**config.mk**
```make
export PLATFORM = sky130hd
export DESIGN_NAME = alu_seq_unit_flat
export DESIGN_NICKNAME = d
export VERILOG_FILES = /design/src/rtl/alu_seq_unit_if.sv /design/src/rtl/alu_seq_unit.sv /design/src/flat_wrapper.sv
export SDC_FILE = /design/constraint.sdc
export NUM_CORES = 1
export LEC_CHECK = 0
export ABC_AREA = 1
export CELL_PAD_IN_SITES_DETAIL_PLACEMENT = 0
export CELL_PAD_IN_SITES_GLOBAL_PLACEMENT = 1
export CORE_MARGIN = 2
export CORE_UTILIZATION = 48
export CTS_CLUSTER_SIZE = 14
export DETAILED_ROUTE_END_ITERATION = 8
export PLACE_DENSITY_LB_ADDON = 0.1
export SLEW_MARGIN = 15
export SYNTH_ARGS = -nofsm -noshare
export SYNTH_HDL_FRONTEND = slang
export SYNTH_SLANG_ARGS = --single-unit
```
**constraint.sdc**
```tcl
create_clock -name clk -period 5.3 [get_ports clk]
set_clock_uncertainty 0.1 [all_clocks]
set_input_delay 1.06 -clock clk [delete_from_list [all_inputs] [get_ports clk]]
set_output_delay 1.06 -clock clk [all_outputs]
set_load 0.02 [all_outputs]
```
**src/rtl/alu_seq_unit_if.sv**
```systemverilog
// Request/response bundle for alu_seq_unit: operand request channel, result
// channel with status flags, and the FSM state for observation.
interface alu_seq_unit_if #(
  parameter int WIDTH = 32
);
  logic             in_valid;
  logic             in_ready;
  logic [2:0]       aluop;
  logic [5:0]       func;
  logic [WIDTH-1:0] a;
  logic [WIDTH-1:0] b;
  logic             out_valid;
  logic             out_ready;
  logic [WIDTH-1:0] result;
  logic             zero;
  logic             div_by_zero;
  logic             illegal;
  logic             busy;
  logic [1:0]       state;

  modport master (
    output in_valid, aluop, func, a, b, out_ready,
    input  in_ready, out_valid, result, zero, div_by_zero, illegal, busy, state
  );

  modport slave (
    input  in_valid, aluop, func, a, b, out_ready,
    output in_ready, out_valid, result, zero, div_by_zero, illegal, busy, state
  );
endinterface

```
**src/rtl/alu_seq_unit.sv**
```systemverilog
// Sequential ALU: single-cycle ADD/SUB/AND/OR/SLT/NOP plus iterative
// shift-add multiply and restoring divide, one result held until consumed.
module alu_seq_unit #(
  parameter int WIDTH = 32
) (
  input  logic         clk,
  input  logic         rst_n,
  alu_seq_unit_if.slave bus
);

  // Handshake: a request is taken on a rising edge where in_valid & in_ready;
  // a result is taken on a rising edge where out_valid & out_ready. Neither
  // side may depend on the other's ready to raise its own valid.

  localparam int CW = (WIDTH > 1) ? $clog2(WIDTH) : 1;

  typedef enum logic [1:0] {
    S_IDLE = 2'd0,
    S_MUL  = 2'd1,
    S_DIV  = 2'd2,
    S_DONE = 2'd3
  } state_t;

  typedef enum logic [3:0] {
    OP_ADD,
    OP_SUB,
    OP_AND,
    OP_OR,
    OP_SLT,
    OP_MUL,
    OP_DIV,
    OP_NOP,
    OP_ILL
  } op_t;

  state_t state_q, state_d, dest_state;
  op_t    op;

  logic [CW-1:0]    cnt_q;
  logic [WIDTH-1:0] acc_q, mcand_q, mplier_q;
  logic [WIDTH-1:0] rem_q, quo_q, dvsr_q;
  logic [WIDTH-1:0] result_q;
  logic             zero_q, dbz_q, ill_q;

  logic             accept;
  logic             last_step;
  logic             b_zero;
  logic             slt;
  logic [WIDTH-1:0] sc_res;
  logic             sc_dbz, sc_ill;
  logic [WIDTH-1:0] mul_next;
  logic [WIDTH:0]   div_shift, div_diff;
  logic             div_ge;
  logic [WIDTH-1:0] rem_next, quo_next;

  assign accept    = bus.in_valid & bus.in_ready;
  assign last_step = (cnt_q == CW'(WIDTH - 1));
  assign b_zero    = (bus.b == '0);
  assign slt       = ($signed(bus.a) < $signed(bus.b));

  always_comb begin
    op = OP_ILL;
    case (bus.aluop)
      3'b000: op = OP_ADD;
      3'b001: op = OP_SLT;
      3'b100: op = OP_AND;
      3'b011: op = OP_OR;
      3'b010: begin
        case (bus.func)
          6'b100000: op = OP_ADD;
          6'b100010: op = OP_SUB;
          6'b100100: op = OP_AND;
          6'b100101: op = OP_OR;
          6'b101010: op = OP_SLT;
          6'b011000: op = OP_MUL;
          6'b011010: op = OP_DIV;
          6'b000000: op = OP_NOP;
          default:   op = OP_ILL;
        endcase
      end
      default: op = OP_ILL;
    endcase
  end

  // Results that are known at accept time, including divide-by-zero.
  always_comb begin
    sc_res = '0;
    sc_dbz = 1'b0;
    sc_ill = 1'b0;
    case (op)
      OP_ADD: sc_res = bus.a + bus.b;
      OP_SUB: sc_res = bus.a - bus.b;
      OP_AND: sc_res = bus.a & bus.b;
      OP_OR:  sc_res = bus.a | bus.b;
      OP_SLT: sc_res = {{(WIDTH-1){1'b0}}, slt};
      OP_DIV: begin
        if (b_zero) begin
          sc_res = '1;
          sc_dbz = 1'b1;
        end
      end
      OP_ILL:  sc_ill = 1'b1;
      default: sc_res = '0;
    endcase
  end

  always_comb begin
    dest_state = S_DONE;
    if (op == OP_MUL) begin
      dest_state = S_MUL;
    end else if ((op == OP_DIV) && !b_zero) begin
      dest_state = S_DIV;
    end
  end

  assign mul_next  = acc_q + (mplier_q[0] ? mcand_q : '0);
  assign div_shift = {rem_q, quo_q[WIDTH-1]};
  assign div_diff  = div_shift - {1'b0, dvsr_q};
  assign div_ge    = ~div_diff[WIDTH];
  assign rem_next  = div_ge ? div_diff[WIDTH-1:0] : div_shift[WIDTH-1:0];
  assign quo_next  = {quo_q[WIDTH-2:0], div_ge};

  always_ff @(posedge clk or negedge rst_n) begin
    if (!rst_n) begin
      state_q <= S_IDLE;
    end else begin
      state_q <= state_d;
    end
  end

  always_comb begin
    state_d = state_q;
    case (state_q)
      S_IDLE: begin
        if (bus.in_valid) state_d = dest_state;
      end
      S_MUL, S_DIV: begin
        if (last_step) state_d = S_DONE;
      end
      S_DONE: begin
        if (bus.out_ready) begin
          state_d = bus.in_valid ? dest_state : S_IDLE;
        end
      end
      default: state_d = S_IDLE;
    endcase
  end

  always_comb begin
    bus.in_ready    = 1'b0;
    bus.out_valid   = 1'b0;
    bus.busy        = 1'b0;
    bus.state       = state_q;
    bus.result      = result_q;
    bus.zero        = zero_q;
    bus.div_by_zero = dbz_q;
    bus.illegal     = ill_q;
    case (state_q)
      S_IDLE: bus.in_ready = 1'b1;
      S_MUL,
      S_DIV:  bus.busy = 1'b1;
      S_DONE: begin
        bus.out_valid = 1'b1;
        bus.in_ready  = bus.out_ready;
      end
      default: bus.in_ready = 1'b0;
    endcase
  end

  // Datapath: iteration registers load at accept; the result registers load
  // either at accept (single-cycle) or on the final iteration step.
  always_ff @(posedge clk or negedge rst_n) begin
    if (!rst_n) begin
      cnt_q    <= '0;
      acc_q    <= '0;
      mcand_q  <= '0;
      mplier_q <= '0;
      rem_q    <= '0;
      quo_q    <= '0;
      dvsr_q   <= '0;
      result_q <= '0;
      zero_q   <= 1'b0;
      dbz_q    <= 1'b0;
      ill_q    <= 1'b0;
    end else if (accept) begin
      cnt_q <= '0;
      if (dest_state == S_MUL) begin
        acc_q    <= '0;
        mcand_q  <= bus.a;
        mplier_q <= bus.b;
      end else if (dest_state == S_DIV) begin
        rem_q  <= '0;
        quo_q  <= bus.a;
        dvsr_q <= bus.b;
      end else begin
        result_q <= sc_res;
        zero_q   <= (sc_res == '0);
        dbz_q    <= sc_dbz;
        ill_q    <= sc_ill;
      end
    end else begin
      case (state_q)
        S_MUL: begin
          acc_q    <= mul_next;
          mcand_q  <= mcand_q << 1;
          mplier_q <= mplier_q >> 1;
          cnt_q    <= last_step ? '0 : cnt_q + 1'b1;
          if (last_step) begin
            result_q <= mul_next;
            zero_q   <= (mul_next == '0);
            dbz_q    <= 1'b0;
            ill_q    <= 1'b0;
          end
        end
        S_DIV: begin
          rem_q <= rem_next;
          quo_q <= quo_next;
          cnt_q <= last_step ? '0 : cnt_q + 1'b1;
          if (last_step) begin
            result_q <= quo_next;
            zero_q   <= (quo_next == '0);
            dbz_q    <= 1'b0;
            ill_q    <= 1'b0;
          end
        end
        default: cnt_q <= cnt_q;
      endcase
    end
  end

endmodule

```
**src/flat_wrapper.sv**
```systemverilog
// flat-port wrapper written by rule: the top's interface ports become plain ports
module alu_seq_unit_flat 
#(
  parameter int WIDTH = 32
)
  (clk, rst_n, bus_in_valid, bus_aluop, bus_func, bus_a, bus_b, bus_out_ready, bus_in_ready, bus_out_valid, bus_result, bus_zero, bus_div_by_zero, bus_illegal, bus_busy, bus_state);
  alu_seq_unit_if #(.WIDTH(WIDTH)) bus_i ();
  input  logic clk;
  input  logic rst_n;
  input wire logic [$bits(bus_i.in_valid)-1:0] bus_in_valid;
  input wire logic [$bits(bus_i.aluop)-1:0] bus_aluop;
  input wire logic [$bits(bus_i.func)-1:0] bus_func;
  input wire logic [$bits(bus_i.a)-1:0] bus_a;
  input wire logic [$bits(bus_i.b)-1:0] bus_b;
  input wire logic [$bits(bus_i.out_ready)-1:0] bus_out_ready;
  output wire logic [$bits(bus_i.in_ready)-1:0] bus_in_ready;
  output wire logic [$bits(bus_i.out_valid)-1:0] bus_out_valid;
  output wire logic [$bits(bus_i.result)-1:0] bus_result;
  output wire logic [$bits(bus_i.zero)-1:0] bus_zero;
  output wire logic [$bits(bus_i.div_by_zero)-1:0] bus_div_by_zero;
  output wire logic [$bits(bus_i.illegal)-1:0] bus_illegal;
  output wire logic [$bits(bus_i.busy)-1:0] bus_busy;
  output wire logic [$bits(bus_i.state)-1:0] bus_state;
  assign bus_i.in_valid = bus_in_valid;
  assign bus_i.aluop = bus_aluop;
  assign bus_i.func = bus_func;
  assign bus_i.a = bus_a;
  assign bus_i.b = bus_b;
  assign bus_i.out_ready = bus_out_ready;
  assign bus_in_ready = bus_i.in_ready;
  assign bus_out_valid = bus_i.out_valid;
  assign bus_result = bus_i.result;
  assign bus_zero = bus_i.zero;
  assign bus_div_by_zero = bus_i.div_by_zero;
  assign bus_illegal = bus_i.illegal;
  assign bus_busy = bus_i.busy;
  assign bus_state = bus_i.state;
  alu_seq_unit #(.WIDTH(WIDTH)) u_core (.clk(clk), .rst_n(rst_n), .bus(bus_i));
endmodule
```
# After elaboration in Yosys (flattened, before gate mapping)
# Cells that the tools add are included.
[classes]
div = 0
n_bitwise = 5
muxes = 59
n_mul = 0
order_cmp = 1
n_shift = 0
n_reduce_logical = 22
eq_ne = 33
addsub = 5
[op_table]
columns = ["cell", "count"]
rows = [
  ["32-bit two-way mux", 25],
  ["32-bit case mux with 6 select lines", 1],
  ["32-bit logical NOT", 4],
  ["32-bit adder", 2],
  ["32-bit case mux with 2 select lines", 1],
  ["33-bit by 32-bit subtractor with 33-bit output", 1],
  ["32-bit bitwise AND", 1],
  ["32-bit < comparator", 1],
  ["32-bit bitwise OR", 1],
  ["4-bit case mux with 8 select lines", 1],
  ["32-bit subtractor", 1],
  ["6-bit equality test, second input constant", 5],
  ["4-bit case mux with 5 select lines", 1],
  ["1-bit two-way mux", 19],
  ["5-bit two-way mux", 3],
  ["4-bit by 3-bit equality test with 1-bit output, second input constant", 3],
  ["6-bit by 5-bit equality test with 1-bit output, second input constant", 2],
  ["2-bit != test, second input constant", 6],
  ["2-bit two-way mux", 5],
  ["3-bit AND reduction", 3],
  ["4-bit by 2-bit equality test with 1-bit output, second input constant", 2],
  ["2-bit nonzero test", 4],
  ["2-bit equality test, second input constant", 3],
  ["3-bit by 2-bit equality test with 1-bit output, second input constant", 2],
  ["other kinds (24)", 28],
]
[word_totals]
ramBits = 0
latchBits = 0
ff_bits = 234
romBits = 0
n_memories = 0
elab_cells = 137

# Depth between registers and ports, before layout
# Gate-level depths: netlist (run 1).
[logic_depth]
depth_word = 11
depth_mapped = 24
ltp_nobuf = 23

# Worst setup path after synthesis (run 1)
# No wires, ideal clock.
[synth_path]
path_type = "input port to flip-flop"
start = "in bus_b[2]"
end = "reg u_core.zero_q, in the netlist u_core.bus.zero"
arrival_time_ps = 2950
n_path_buf = 1
path_slack_ps = 2172
required_ps = 5123
stages = 20
setup_time_ps = 77
cell_sequence = "inv_1 -> ha_1 -> clkbuf_2 -> inv_1 -> nand2_1 -> nand2_1 -> nand3_1 -> a21oi_1 -> nand2_1 -> nand2_1 -> nand3_1 -> nand2_1 -> nand2_1 -> nand2_1 -> nor2_1 -> nor2_1 -> nand3_1 -> nor2_1 -> nand3_1 -> a21oi_1"
[synth_between]
elab_chain_cells = 8
[synth_rtl]
columns = ["element", "line_no", "rtl"]
rows = [
  ["start, declared", "flat_wrapper.sv:14", "input wire logic [$bits(bus_i.b)-1:0] bus_b;"],
  ["parallel branches: the longest is 8 deep, another holds 32-bit subtractor", "-", ""],
  ["end signal, assigned", "alu_seq_unit.sv:197", "zero_q <= (sc_res == '0);"],
  ["end signal, assigned", "alu_seq_unit.sv:210", "zero_q <= (mul_next == '0);"],
  ["end signal, assigned", "alu_seq_unit.sv:221", "zero_q <= (quo_next == '0);"],
  ["end, declared", "alu_seq_unit.sv:43", "logic zero_q, dbz_q, ill_q;"],
]
# Parallel ways; which one is timed is not known. The select of a mux whose other input is x is not followed.
# A chain may end at the register's enable or synchronous reset.

# Worst setup path after layout (run 1)
[layout_path]
start = "in bus_a[3]"
end = "reg u_core.zero_q, in the netlist u_core.bus.zero"
[layout_between]
elab_chain_cells = 6
[layout_rtl]
columns = ["element", "line_no", "rtl"]
rows = [
  ["start, declared", "flat_wrapper.sv:13", "input wire logic [$bits(bus_i.a)-1:0] bus_a;"],
  ["32-bit subtractor, or another cell as far along", "alu_seq_unit.sv:92", "OP_SUB: sc_res = bus.a - bus.b;"],
  ["32-bit case mux with 6 select lines *", "alu_seq_unit.sv:90", "case (op)"],
  ["32-bit logical NOT *", "alu_seq_unit.sv:197", ""],
  ["1-bit two-way mux *", "alu_seq_unit.sv:191", "end else if (dest_state == S_DIV) begin"],
  ["1-bit two-way mux *", "alu_seq_unit.sv:187", "if (dest_state == S_MUL) begin"],
  ["1-bit two-way mux *", "alu_seq_unit.sv:185", "end else if (accept) begin"],
]
# Mark *: on every way between the ends. The rest lies on a longest branch, timed or not. The select of a mux whose other input is x is not followed.

==> results of run 1 <==
sequential cells by signal (all words and copies together), names as in the netlist:
register and flops:
u_core.dvsr_q 32, u_core.rem_q 32, u_core.bus.div_by_zero 1, u_core.cnt_q 5
u_core.mplier_q 32, u_core.acc_q 32, u_core.quo_q 32, u_core.bus.illegal 1
u_core.mcand_q 32, u_core.bus.zero 1, u_core.bus.state 2, u_core.bus.result 32
metrics by stage:
step                      hold WS [ns]  total power, mW  area [µm²]  worst slack, ns  util [%]
after floorplan                  0.348             7.81       21300             2.17         -
after CTS                        0.381             12.1       24000            0.964      54.6
final                            0.381             12.3       24100            0.857      54.6
after detailed placement         0.366             10.1       23100            0.423      52.5
after global placement           0.361             9.98       23100            0.356      52.5
after global routing             0.400             13.2       24000            0.680      54.6
final timing paths:
kind	to	from	slack, ns
setup / recovery	u_core.bus.zero	bus_a[3]	0.86
max in group asynchronous	u_core.acc_q[29]	rst_n	3.43
setup reg to reg	u_core.bus.zero	u_core.mplier_q[0]	1.37
min in group asynchronous	u_core.rem_q[9]	rst_n	0.43
hold reg to reg	u_core.acc_q[8]	u_core.acc_q[8]	0.38
hold / removal	u_core.acc_q[8]	u_core.acc_q[8]	0.38
cell families (layout without fill, tap and decap cells):
kind of cell / count (synthesis) / count (layout) / synth area share (%)
simple gates: 1663 / 1663 / 32.5
buf+inv: 609 / 706 / 11.3
compound gates: 578 / 578 / 16.1
flops: 234 / 234 / 27.4
fa+ha+maj: 170 / 170 / 10.1
xor+xnor: 62 / 62 / 2.54
other cells: 0 / 1 / 0
power groups by stage:
stage                     clock, mW  combinational, mW  sequential [mW]
after floorplan                   0               4.84             2.97
after global placement            0               6.90             3.08
after detailed placement          0               7.00             3.10
after CTS                      2.02               7.05             3.09
after global routing           2.09               7.95             3.18
final                          2.01               7.19             3.13
metal layers:
metal  routed length (µm)  part of all wire [%]  up-vias  GRT usage [%]
met5                   30                 0.034        -              0
met1                36400                    41    11000           49.8
met2                39400                    44     1127           60.9
met4                 5560                   6.3        6           20.7
li1                     -                     -    10900              -
met3                 7510                   8.4      233           5.48
layout by cell type, fill, tap and decap left out, types with 43 or more instances in the layout:
cell,n
ha_1,166
clkdlybuf4s50_1,115
buf_4,51
o21ai_0,204
a21oi_1,159
nand3_1,194
dfrtp_1,234
nand2_1,980
xor2_1,43
nand4_1,47
inv_1,474
nor2_1,337
layout make-up:
type                            instances  share of cell area (%)
Timing Repair Buffer                  169                    6.61
Clock inverter                         15                   0.843
Tap cell                              592                    3.08
Antenna cell                            1                  0.0104
Clock buffer                           35                    3.06
Inverter                              487                    7.62
Sequential cell                       234                    24.3
Multi-Input combinational cell       2473                    54.4
worst max-delay path, stage by stage:
cell             delay, ns
clkdlybuf4s50_1       0.55
inv_1                 0.19
ha_1                  0.44
nor2_1                0.30
nand4_1               0.20
nand3b_1              0.34
nand2_1               0.10
nand3_1               0.20
nand2_1               0.15
nand2_1               0.09
nand2_1               0.05
nand3_1               0.08
nand2_1               0.15
nor2_1                0.33
nand2_1               0.09
nor2_1                0.10
nand2_1               0.05
nor2_1                0.11
nand3_1               0.10
a21oi_1               0.14
==> metrics, run 1 <==
die area=46200 µm²; Netlist cell types=57; initial antenna violation count=4; HPWL after DPL=71.4 mm; Synth area leader=dfrtp_1; vias per inst=5.80; WP data required=5.67 ns; pin count of the biggest net entering global routing=106; Post-synth ARST share=100%; area grow syn2layout=12.7%; Worst Hold Depth=2; Layout Cells excl Fill=4006; Yosys reg bits=234; H-tree Lvls=1; Nets=3639; Sum Neg Setup Slack=0 ns; CTS tree=done; Pins Over Slew Limit=0; status=complete, no violations; NetSw=6.25 mW; share of cells above drive strength 1=4.19%; top cells by area, synth=dfrtp_1, nand2_1, ha_1; # port buffers=116; sw frac=50.7%; P_leak=12.3 nW; Yosys top cell area share=27.4%; synth warn=0; root buf cell=clkbuf_16; Worst EP arrival=4.82 ns; P_int=6.08 mW; Iter 0 DRT Violations=2187; routability cong.=1.01; hold buffers post-CTS=0; drt pass-1 iters=6; syn_area_per_cell=6.44 µm²; Post-CTS Resized=0; die width=215 µm; dominant synthesized flop cell=dfrtp_1; Antenna Nets Post-Route=0; Longest Clk Path Bufs=3; row count=77; Initial Util=48.5%; Final min period=4.44 ns; Clock transition at path regs=0.06 ns; final WL=88.9 mm; Power Density=513 nW/µm²; Die Height=215 µm; final setup fails=0; CTS Buf Count=27; drc violations=0; area of the multi-input gates=13100 µm²; vias after detailed routing=23200; Least-Margin Pin Slew=1.18 ns; Placed Cells=3955; min-delay worst type=reg -> reg; Clock Power Share=16.3%; number of synthesized flops with an enable pin=0; critical path type=in -> reg; Sequential Power Share=25.4%; Worst R2R Path Depth=19; max_slew headroom=21.0%; IO Pins=117; most frequent cell after synthesis=nand2_1; Logic pwr share=58.3%; Core Box Area=44000 µm²; number of global-route vias before repair=22600; Peak VDD IR=318 µV; Max Cap Viol=0; Post CTS Setup Buffer Count=0; CP endpoint kind=register; synth cell count leaders=nand2_1, inv_1, nor2_1; Setup crit start kind=primary input; first-pass GRT wire length=135 mm; GR Util All Layers=38.1%; FILL cells=4467; Storage cell area=5860 µm²; Final Hold Fails=0; Num Clock Sinks=234; sequential fraction of the synthesis area=27.4%; DR WL/cell=22.2 µm; worst-path maximum fanout=7; fmax=0.225 GHz; Post-Syn Nets=3563; clk_lat worst skew=0.59 ns; synthesized area=21300 µm²; RSZ-0062 raised after global routing=no; Final period util=83.8%; GRT overflow=0; Mapped Cells=3316
Power figures use the tool's default switching activity.
==> run 2: changes to the inputs <==
- CORE_UTILIZATION: 48 -> 44
- clock period: 5.3 -> 4.6 ns (I/O delays scaled with it)
==> run 2 against run 1 <==
- worst setup slack got worse by 0.39 ns
- flip-flop and latch count did not move
- sequential share of layout area fell by 0.93 points
- critical path type unchanged
==> metrics, run 2 (synthesis results as in run 1) <==
critical path type=in -> reg; CTS tree=done; worst-path maximum fanout=8 (+1); Final Cell Area=25000 µm² (+4.0%); Num Clock Sinks=234 (unchanged); routability cong.=1.06 (+4.6%); Die Height=224 µm (+4.4%); final setup fails=0 (unchanged); GR Util All Layers=36.5% (-1.6 points); Nets=3755 (+3.2%); Sum Neg Setup Slack=0 ns (unchanged); hold buffers post-CTS=0 (unchanged); Final min period=4.13 ns; drc violations=0 (unchanged); area grow syn2layout=17.2%; leading cell type in the layout, fill and taps excluded=nand2_1; DR WL/cell=22.3 µm (+0.38%); IO Pins=117 (unchanged); CP endpoint kind=register; die width=224 µm (+4.4%); P_leak=12.9 nW (+4.8%); Final Hold Fails=0 (unchanged); Core Box Area=47800 µm² (+8.7%); fmax=0.242 GHz; status=complete, no violations; final WL=92.3 mm (+3.9%); Max Cap Viol=0 (unchanged); max_slew headroom=19.5% (-1.4 points); first-pass GRT wire length=139 mm (+2.5%); Least-Margin Pin Slew=1.21 ns (+0.0216 ns); setup ws final=0.472 ns (-0.385 ns); initial antenna violation count=2 (-2); vias per inst=5.72 (-1.4%); root buf cell=clkbuf_16; Longest Clk Path Bufs=3 (unchanged); pin count of the biggest net entering global routing=107 (+0.94%); Pins Over Slew Limit=0 (unchanged); Placed Cells=4094 (+3.5%); Post-CTS Resized=0 (unchanged); Layout Cells excl Fill=4145 (+3.5%); row count=80 (+3.9%); GRT overflow=0 (unchanged); Worst EP arrival=4.54 ns (-0.28 ns); WP data required=5.02 ns (-0.65 ns); Clock transition at path regs=0.07 ns (about the same); # port buffers=116 (unchanged); worst slack at placement=-0.101 ns (-0.524 ns); Iter 0 DRT Violations=2494 (+14%); Post CTS Setup Buffer Count=0 (unchanged); min-delay worst type=in -> async; drt pass-1 iters=6 (unchanged); clk_lat worst skew=0.59 ns (about the same); H-tree Lvls=1 (unchanged); Power Density=575 nW/µm² (+12%); vias after detailed routing=23700 (+2.0%); share of cells above drive strength 1=7.37% (+3.2 points); Antenna Nets Post-Route=0 (unchanged); Final period util=89.7%; DP Area=24100 µm² (+4.1%); Setup crit start kind=primary input; CTS Buf Count=27 (unchanged); number of global-route vias before repair=23100 (+2.2%); Initial Util=44.6% (-3.9 points); HPWL after DPL=75.0 mm (+5.1%); RSZ-0062 raised after global routing=no; Peak VDD IR=329 µV (+3.5%); die area=50300 µm² (+8.9%); commonest non-fill, non-tap cells in the layout=nand2_1, inv_1, nor2_1
## run 2: layer usage
layer / share of wire [%] / track usage [%] / wire length (µm)
met1: 42 / 47.0 / 38400
met2: 45 / 59.3 / 41100
met3: 6.8 / 4.23 / 6280
met4: 7.1 / 22.0 / 6540
met5: 0 / 0 / 0
## run 2: worst max-delay path, stage by stage
cell and delay (ns):
clkdlybuf4s50_1 0.57, inv_1 0.17, ha_1 0.48, buf_4 0.18, nand2_1 0.13, nor2_1 0.24, nand2_1 0.12, o21bai_1 0.32
nand2_1 0.19, nand2_1 0.09, nand2_1 0.05, nand3_1 0.06, nand2_1 0.12, nor2_1 0.25, nand2_1 0.09, nor2_1 0.10
nand2_1 0.07, nor2_1 0.16, nand3_1 0.09, a21oi_1 0.13
## run 2: final cells by class
class                           count  area [µm²]
Clock buffer                       35         746
Sequential cell                   234        5860
Multi-Input combinational cell   2473       13100
Clock inverter                     15         200
Inverter                          487        1830
Tap cell                          615         769
Timing Repair Buffer              285        2510
Fill cell                        4976       22800
Antenna cell                        1        2.50
## run 2: metrics by stage
stage / hold WS, ns / utilization [%] / power (mW)
floorplan: 0.348 / - / 9.00
global placement: 0.366 / 50.3 / 11.8
detailed placement: 0.365 / 50.3 / 11.9
CTS: 0.338 / 52.3 / 14.2
global route: 0.351 / 52.3 / 15.4
finish: 0.264 / 52.3 / 14.4
## run 2: path summary, 6_finish.rpt
check                                     end  slack (ns)             start  depth (start not counted)
setup reg to reg             u_core.rem_q[13]        0.82  u_core.quo_q[31]                         15
hold reg to reg               u_core.acc_q[4]        0.38   u_core.acc_q[4]                          2
hold / removal                u_core.rem_q[9]        0.26             rst_n                          1
max in group asynchronous  u_core.mcand_q[30]        3.11             rst_n                          2
min in group clk              u_core.acc_q[4]        0.38   u_core.acc_q[4]                          2
setup / recovery              u_core.bus.zero        0.47          bus_a[9]                         20
## run 2: power by group
group	total, mW	internal, mW	switching, mW
clock	2.33	1.38	0.956
combinational	8.47	2.89	5.58
sequential	3.57	2.87	0.705
total	14.4	7.14	7.24
==> run 3: changes to the inputs <==
- CORE_MARGIN: 2 -> 3
- PLACE_DENSITY: unset -> 0.82
- PLACE_DENSITY_LB_ADDON: 0.1 -> unset
- REMOVE_ABC_BUFFERS: unset -> 1
==> run 3 against run 2 <==
- sequential power decreased by 2%
- largest power group unchanged
- die area is 1.8% higher
- highest routed layer is now met5
- wire length fell by 5.9%
==> metrics, run 3 (synthesis results as in run 1) <==
status=complete, no violations; WP data required=5.00 ns (-0.02 ns); Core Box Area=47800 µm² (unchanged); Logic pwr share=59.0% (about the same); Worst EP arrival=4.54 ns (about the same); row count=80 (unchanged); Longest Clk Path Bufs=3 (unchanged); Clock transition at path regs=0.06 ns (about the same); CTS Buf Count=27 (unchanged); Initial Util=44.6% (unchanged); Iter 0 DRT Violations=2199 (-12%); P_leak=12.7 nW (-1.4%); sw frac=49.7% (-0.63 points); Clock Power Share=16.3% (about the same); die area=51200 µm² (+1.8%); max_slew headroom=26.7% (+7.2 points); HPWL after DPL=70.8 mm (-5.7%); clk_lat worst skew=0.59 ns (about the same); Max Cap Viol=0 (unchanged); FILL cells=4934 (-0.84%); root buf cell=clkbuf_16; vias per inst=5.61 (-1.8%); CP startpoint=bus_a[13]; routability cong.=0.988 (-6.5%); Peak VDD IR=336 µV (+2.1%); IO Pins=117 (unchanged); drc violations=0 (unchanged); Storage cell area=5860 µm² (unchanged); worst slack at placement=-0.163 ns (-0.0614 ns); Power Density=574 nW/µm² (-0.22%); fmax=0.241 GHz (-0.44%); critical path type=in -> reg; Final Hold Fails=0 (unchanged); Die Height=226 µm (+0.89%); Num Clock Sinks=234 (unchanged); leading cell type in the layout, fill and taps excluded=nand2_1; reg2reg start=u_core.bus.state[0]; Final min period=4.15 ns (+0.0181 ns); number of global-route vias before repair=22100 (-4.6%); final setup fails=0 (unchanged); share of cells above drive strength 1=6.36% (-1.0 points); Post-CTS Resized=0 (unchanged); total power=14.2 mW (-1.3%); DR WL/cell=21.1 µm (-5.0%); Post CTS Setup Buffer Count=0 (unchanged); Antenna Nets Post-Route=0 (unchanged); GRT overflow=0 (unchanged); vias after detailed routing=23100 (-2.7%); first-pass GRT wire length=131 mm (-5.4%); Setup crit start kind=primary input; Final period util=90.1% (+0.39 points); GR Util All Layers=33.7% (-2.9 points); area grow syn2layout=15.9%; die width=226 µm (+0.89%); final core occ=51.7% (-0.58 points); Least-Margin Pin Slew=1.10 ns (-0.107 ns); initial antenna violation count=5 (+3); CP endpoint kind=register; pin count of the biggest net entering global routing=104 (-2.8%); P_int=7.13 mW (about the same); # port buffers=116 (unchanged); NetSw=7.05 mW (-2.6%); Nets=3718 (-0.99%); CTS tree=done; RSZ-0062 raised after global routing=no; Pins Over Slew Limit=0 (unchanged); final WL=86.9 mm (-5.9%); worst-path maximum fanout=6 (-2); commonest non-fill, non-tap cells in the layout=nand2_1, inv_1, nor2_1; drt pass-1 iters=5 (-1); area of the multi-input gates=13100 µm² (about the same); Sequential Power Share=24.7% (-0.2 points); hold buffers post-CTS=0 (unchanged); setup ws final=0.454 ns (-0.0181 ns); min-delay worst type=in -> async; H-tree Lvls=1 (unchanged)
-- run 3: per-layer routing --
layer / GRT usage (%) / share of wire, % / wire (µm) / vias up
li1: - / - / - / 11100
met1: 46.7 / 45 / 38700 / 10900
met2: 52.1 / 44 / 37800 / 890
met3: 5.98 / 7.3 / 6370 / 159
met4: 13.3 / 4.6 / 3990 / 6
met5: 0 / 0.046 / 40 / -
-- run 3: worst max-delay path: stages --
cell and delay (ns):
clkdlybuf4s50_1 0.62, inv_1 0.14, ha_1 0.40, buf_4 0.20, nand2_1 0.12, nor2_1 0.16, inv_1 0.10, nor3_1 0.34
nand2_1 0.13, nand2_1 0.14, nand3_1 0.15, nand2_1 0.09, nand2_1 0.05, nand3_1 0.07, nand2_1 0.07, nor2_1 0.26
nand4_1 0.13, nor2_1 0.19, nand3_1 0.10, a21oi_1 0.14
-- run 3: stage by stage --
stage               setup TNS (ns)  instance area [µm²]  instances  hold WS, ns
floorplan                  -552.34                20800       3194        0.348
global placement            -0.152                23800       4057        0.362
detailed placement          -0.163                23800       4057        0.368
CTS                              0                24700       4107        0.242
global route                     0                24700       4109        0.264
finish                           0                24700       4109        0.215
-- run 3: power by group through the flow --
stage / combinational [mW] / sequential (mW) / clock (mW)
finish: 8.37 / 3.51 / 2.31
global route: 9.34 / 3.59 / 2.43
CTS: 8.28 / 3.48 / 2.35
detailed placement: 8.23 / 3.51 / 0
global placement: 8.11 / 3.48 / 0
floorplan: 5.33 / 3.45 / 0
-- run 3: final cells by class --
| cell class | count | area share [%] |
|---|---|---|
| Clock inverter | 15 | 0.820 |
| Inverter | 487 | 7.41 |
| Tap cell | 615 | 3.11 |
| Sequential cell | 234 | 23.7 |
| Timing Repair Buffer | 248 | 9.08 |
| Multi-Input combinational cell | 2473 | 52.9 |
| Clock buffer | 35 | 2.93 |
| Antenna cell | 2 | 0.0202 |
-- run 3: worst paths after layout --
check	end	slack, ns	cells past startpoint
min	u_core.cnt_q[1]	0.21	1
min in group clk	u_core.bus.div_by_zero	0.39	2
max reg2reg	u_core.acc_q[30]	0.74	9
min reg2reg	u_core.bus.div_by_zero	0.39	2
max	u_core.bus.zero	0.45	20
max in group asynchronous	u_core.quo_q[25]	3.21	2
